## src/rtl/latch_arb_pkg.sv

```systemverilog
// Shared types and defaults for the latched-write arbiter.
package latch_arb_pkg;

  localparam int unsigned N_REQ_DEF  = 4;
  localparam int unsigned DATA_W_DEF = 8;
  localparam int unsigned TO_CYC_DEF = 15;

  typedef enum logic [1:0] {
    IDLE,
    GRANT,
    WRITE,
    HOLD
  } arb_state_e;

  function automatic int unsigned ptr_width(input int unsigned n);
    return (n > 1) ? $clog2(n) : 1;
  endfunction

endpackage

```

## src/rtl/rr_picker.sv

```systemverilog
// Combinational round-robin picker: first set request at or after ptr, wrapping.
module rr_picker #(
  parameter int unsigned N_REQ = 4,
  parameter int unsigned PTR_W = 2
) (
  input  logic [N_REQ-1:0] req,
  input  logic [PTR_W-1:0] ptr,
  output logic [N_REQ-1:0] winner,
  output logic             valid
);

  int unsigned idx;

  always_comb begin
    winner = '0;
    valid  = 1'b0;
    idx    = 0;
    for (int unsigned k = 0; k < N_REQ; k++) begin
      idx = (32'(ptr) + k) % N_REQ;
      if (!valid && req[idx]) begin
        winner[idx] = 1'b1;
        valid       = 1'b1;
      end
    end
  end

endmodule

```

## src/rtl/latch_write_arbiter.sv

```systemverilog
// Arbitrates N_REQ requesters onto one storage register, four-phase handshake.
// Optional HOLD timeout enabled by defining ARB_TIMEOUT_EN.
module latch_write_arbiter
  import latch_arb_pkg::*;
#(
  parameter int unsigned N_REQ  = N_REQ_DEF,
  parameter int unsigned DATA_W = DATA_W_DEF,
  parameter int unsigned TO_CYC = TO_CYC_DEF
) (
  input  logic                    clk,
  input  logic                    rst,
  input  logic [N_REQ-1:0]        req,
  input  logic [N_REQ*DATA_W-1:0] data_in,
  output logic [N_REQ-1:0]        grant,
  output logic [N_REQ-1:0]        ack,
  output logic                    en_out,
  output logic [DATA_W-1:0]       d_out,
  output logic [DATA_W-1:0]       q_out,
  output logic                    busy,
  output logic                    err
);

  localparam int unsigned PTR_W = ptr_width(N_REQ);

  arb_state_e        state_q, state_d;
  logic [PTR_W-1:0]  ptr_q, ptr_d, win_idx_q, win_idx_d, pick_idx;
  logic [N_REQ-1:0]  grant_q, grant_d, pick;
  logic              pick_valid;
  logic [DATA_W-1:0] d_q, d_d, q_q, q_d;
  logic              win_req, timeout;

  rr_picker #(
    .N_REQ (N_REQ),
    .PTR_W (PTR_W)
  ) u_picker (
    .req    (req),
    .ptr    (ptr_q),
    .winner (pick),
    .valid  (pick_valid)
  );

  always_comb begin
    pick_idx = '0;
    for (int unsigned i = 0; i < N_REQ; i++) begin
      if (pick[i]) pick_idx = PTR_W'(i);
    end
  end

  assign win_req = |(req & grant_q);

`ifdef ARB_TIMEOUT_EN
  localparam int unsigned CNT_W = $clog2(TO_CYC + 1);
  logic [CNT_W-1:0] cnt_q;
  logic             err_q;

  assign timeout = (state_q == HOLD) && win_req && (cnt_q == CNT_W'(TO_CYC - 1));

  always_ff @(posedge clk) begin
    if (rst) begin
      cnt_q <= '0;
      err_q <= 1'b0;
    end else begin
      cnt_q <= (state_q == HOLD) ? cnt_q + 1'b1 : '0;
      if (timeout) err_q <= 1'b1;
    end
  end

  assign err = err_q;
`else
  logic unused_to_cyc;
  assign unused_to_cyc = ^TO_CYC;
  assign timeout       = 1'b0;
  assign err           = 1'b0;
`endif

  always_comb begin
    state_d   = state_q;
    ptr_d     = ptr_q;
    win_idx_d = win_idx_q;
    grant_d   = grant_q;
    d_d       = d_q;
    q_d       = q_q;
    unique case (state_q)
      IDLE: begin
        if (pick_valid) begin
          state_d   = GRANT;
          grant_d   = pick;
          win_idx_d = pick_idx;
          d_d       = data_in[pick_idx*DATA_W +: DATA_W];
        end
      end
      GRANT: state_d = WRITE;
      WRITE: begin
        state_d = HOLD;
        q_d     = d_q;
      end
      HOLD: begin
        if (!win_req || timeout) begin
          state_d = IDLE;
          grant_d = '0;
          ptr_d   = (win_idx_q == PTR_W'(N_REQ - 1)) ? '0 : win_idx_q + 1'b1;
        end
      end
      default: state_d = IDLE;
    endcase
  end

  always_ff @(posedge clk) begin
    if (rst) begin
      state_q   <= IDLE;
      ptr_q     <= '0;
      win_idx_q <= '0;
      grant_q   <= '0;
      d_q       <= '0;
      q_q       <= '0;
    end else begin
      state_q   <= state_d;
      ptr_q     <= ptr_d;
      win_idx_q <= win_idx_d;
      grant_q   <= grant_d;
      d_q       <= d_d;
      q_q       <= q_d;
    end
  end

  // Gated by rst so a reset landing in WRITE never produces a write strobe.
  assign en_out = (state_q == WRITE) && !rst;
  assign grant  = grant_q;
  assign ack    = (state_q == HOLD) ? grant_q : '0;
  assign d_out  = d_q;
  assign q_out  = q_q;
  assign busy   = (state_q != IDLE);

endmodule

```

## config.mk

```make
export PLATFORM = sky130hd
export DESIGN_NAME = latch_write_arbiter
export DESIGN_NICKNAME = d
export VERILOG_FILES = /design/src/rtl/latch_arb_pkg.sv /design/src/rtl/rr_picker.sv /design/src/rtl/latch_write_arbiter.sv
export SDC_FILE = /design/constraint.sdc
export NUM_CORES = 1
export LEC_CHECK = 0
export ABC_AREA = 1
export BUFFER_PORTS_ARGS = -buffer_cell sky130_fd_sc_hd__buf_4
export CAP_MARGIN = 20
export CORE_ASPECT_RATIO = 0.6
export CORE_MARGIN = 2
export CORE_UTILIZATION = 30
export DETAILED_ROUTE_END_ITERATION = 10
export GPL_TIMING_DRIVEN = 0
export PLACE_DENSITY = 0.62
export REMOVE_ABC_BUFFERS = 1
export SLEW_MARGIN = 20
export SYNTH_ARGS = -nofsm -noshare
export SYNTH_HDL_FRONTEND = slang
export SYNTH_SLANG_ARGS = --single-unit
```

## constraint.sdc

```tcl
create_clock -name clk -period 5.55 [get_ports clk]
set_input_delay 0.555 -clock clk [delete_from_list [all_inputs] [get_ports clk]]
set_output_delay 0.555 -clock clk [all_outputs]
set_load 0.005 [all_outputs]
```

==> run metrics <==
Slew Viols, Final 0; Worst R2R End grant[0]$_SDFFE_PP0P_; Area after DPL 2569 sq um; CTS resizes 0; max cap viols 0; worst path bufs/invs 3; Slew @ Worst Pin 0.7476 ns; most frequent cell after synthesis nand2_1; VDD IR max around 0.15 mV; Max Clk Rate about 0.33 GHz; maximum root-to-sink buffer count 2; Worst EP required between 5 and 6 ns; Synth cell types 32; share of the synthesized area in the top cell type 0.2538; Tot Pwr ~1.3 mW; slowest CP cell nor2_2; Hold Vio Cnt, Final 0; Clock transition at path regs 0.06 ns; drc violations 0; hold endpoint q_out[1]$_SDFFE_PP0P_; most used routing layer met1; Hold Startpoint d_out[1]$_SDFFE_PP0P_; routed len/inst 11.59 um; period utilization 0.5467; Hold Path Cell Cnt 2; Die Footprint around 7500 sq um; Vias/cell roughly 4.6; layout cells sized above 1 0.2861; worst r2r path cells 12; Final Setup Violations 0; critical path data arrival time between 3 and 4 ns; Layout area overhead 29.59%; Core Rows 23; CP Class reg -> reg; Synth Flop Type dfxtp_1; Die X 110.7 um; Crit path max-delay family simple AND/OR/NAND/NOR gates; reg-to-reg critical path startpoint ptr_q[0]$_SDFFE_PP0P_; M1 GR Usage 0.2245; first-pass GRT wire length 8776 um; 1st-iter DRT viols 109; CP endpoint kind register; Startpoint Class register; GP Congestion ~0.79; Detailed Place HPWL approximately 4200 um; Post-synth EDFFs 0; RSZ-0062 raised after global routing false; layout net count approximately 420; Seq/Total Area, Yosys 0.2538; # clock sinks 26; initial antenna violation count 0; Finished Cell Area 2658 sq um; TritonCTS clock tree done; total wire length 5342 um; CTS buffer count 3; Post-Syn Instances roughly 320; Root Driver clkbuf_16; via count 2115; Congestion Overflow GR 0; Post-CTS Setup Inserts 0; largest net degree at the start of global routing 22; Clock Skews between 0.001 and 0.0015 ns; Mapped Area between 2000 and 2500 sq um; Reg2Reg Setup Slack about 2.5 ns; commonest cells in the netlist 76 x nand2_1, 45 x inv_1, 35 x nor2_1, 26 x dfxtp_1, 24 x nand3_1; met3 Track Usage GR 0.01594; I/O Pins 65; antenna viol nets, final 0; ant diodes 0; Worst-Skew Late Latency ~0.26 ns; Initial Utilization 0.3085; Tot GR Track Use 0.1416; core area 6648 sq um; LEAKAGE 1.417 nW; CP peak stage delay around 0.6 ns; Buffers on Ports 63; setup TNS 0 ns; minimum clock period just over 3 ns; Vert. Die Dim ~70 um; worst-path fanout max 21; Synth async-reset ratio 0; Rel. slew slack 0.5010; Pwr Density 482.9 nW/um^2; CTS Hold Bufs 0; GR Util met2 0.2002; crit-path cells inv_2 > ha_1 > inv_1 > nand3_1 > nand2_1 > nand2_4 > nor3_1 > nor2_2 > inv_1 > nor2_1 > nand2_1 > a21oi_1; number of global-route vias before repair 1815; DR pass1 iterations 4; top cells by area, synth dfxtp_1 25%, nand2_1 14%, inv_1 8.2%; status finished, final reports clean; Hold WC Path Type reg -> reg; YS warnings 0; H-Tree Depth 1; flops & latches, synth 26; Syn Area/Cell about 6.5 sq um; Yosys top cell by area dfxtp_1
## worst reg2reg max path, cell delays in order, from the launching register on
cell     delay [ns]
dfxtp_1        0.56
inv_2          0.18
ha_1           0.39
inv_1          0.09
nand3_1        0.09
nand2_1        0.13
nand2_4        0.14
nor3_1         0.09
nor2_2         0.59
inv_1          0.23
nor2_1         0.24
nand2_1        0.11
a21oi_1        0.14
## cells in the final DEF (no fill, tap or decap), types with 4 or more instances in the layout
cell	instances
dfxtp_1	26
nand2_1	76
a21oi_1	17
ha_1	11
nand2_4	8
buf_4	63
a21oi_2	4
nor2_2	12
nor2_4	5
o21ai_0	19
nand4_1	5
nand3_1	24
nor2_1	34
inv_1	45
## final cells by class
cell class,instances,area (sq um)
inverter,49,185.2
timing repair buffer,63,473.0
fill,712,3990
sequential,26,520.5
clock buffer,4,88.84
tap,87,108.9
multi-input combinational,232,1281
## cells by family after synthesis
| group | count (synthesis) | share of synthesized area |
|---|---|---|
| buf+inv | 58 | 0.1226 |
| fa+ha+maj | 11 | 0.06711 |
| flops | 26 | 0.2538 |
| compound gates | 48 | 0.1373 |
| other cells | 1 | 0.001829 |
| simple gates | 172 | 0.4173 |
## report_power, final
| group | leakage (nW) | switching [mW] | total (mW) | internal [mW] |
|---|---|---|---|---|
| clock | 0.0442 | 0.0616 | 0.172 | 0.110 |
| combinational | 1.16 | 0.504 | 0.805 | 0.302 |
| sequential | 0.214 | 0.0517 | 0.306 | 0.254 |
## stage by stage
step	setup WS (ns)	hold slack, ns	cells	util
6_report	2.516	0.4918	461	0.3998
5_1_grt	2.087	0.5108	461	0.3998
4_1_cts	2.495	0.4953	461	0.3998
3_5_place_dp	2.518	0.4865	457	0.3864
3_3_place_gp	2.156	0.4832	457	0.3860
2_1_floorplan	2.886	0.4606	307	-
## state kept, by name, indices dropped and copies added (netlist names)
name and count:
d_out 8, grant 4, ptr_q 2, q_out 8, state_q 2, win_idx_q 2
## how the worst max path moves through the flow
stage | from | endpoint | slack (ns) | cells past startpoint
floorplan | ptr_q[0]$_SDFFE_PP0P_ | grant[1]$_SDFFE_PP0P_ | 2.89 | 12
global placement | ptr_q[0]$_SDFFE_PP0P_ | grant[3]$_SDFFE_PP0P_ | 2.16 | 12
detailed placement | ptr_q[0]$_SDFFE_PP0P_ | grant[0]$_SDFFE_PP0P_ | 2.52 | 12
CTS | ptr_q[0]$_SDFFE_PP0P_ | grant[0]$_SDFFE_PP0P_ | 2.49 | 12
global route | ptr_q[0]$_SDFFE_PP0P_ | grant[0]$_SDFFE_PP0P_ | 2.09 | 12
finish | ptr_q[0]$_SDFFE_PP0P_ | grant[0]$_SDFFE_PP0P_ | 2.52 | 12
## per-layer routing
| metal | vias up | share of wire |
|---|---|---|
| met1 | 946 | 0.54 |
| met2 | 52 | 0.40 |
| met4 | 0 | 0.0079 |
| met3 | 5 | 0.053 |
| li1 | 1112 | - |
| met5 | - | 0 |
Power figures use the tool's default switching activity.
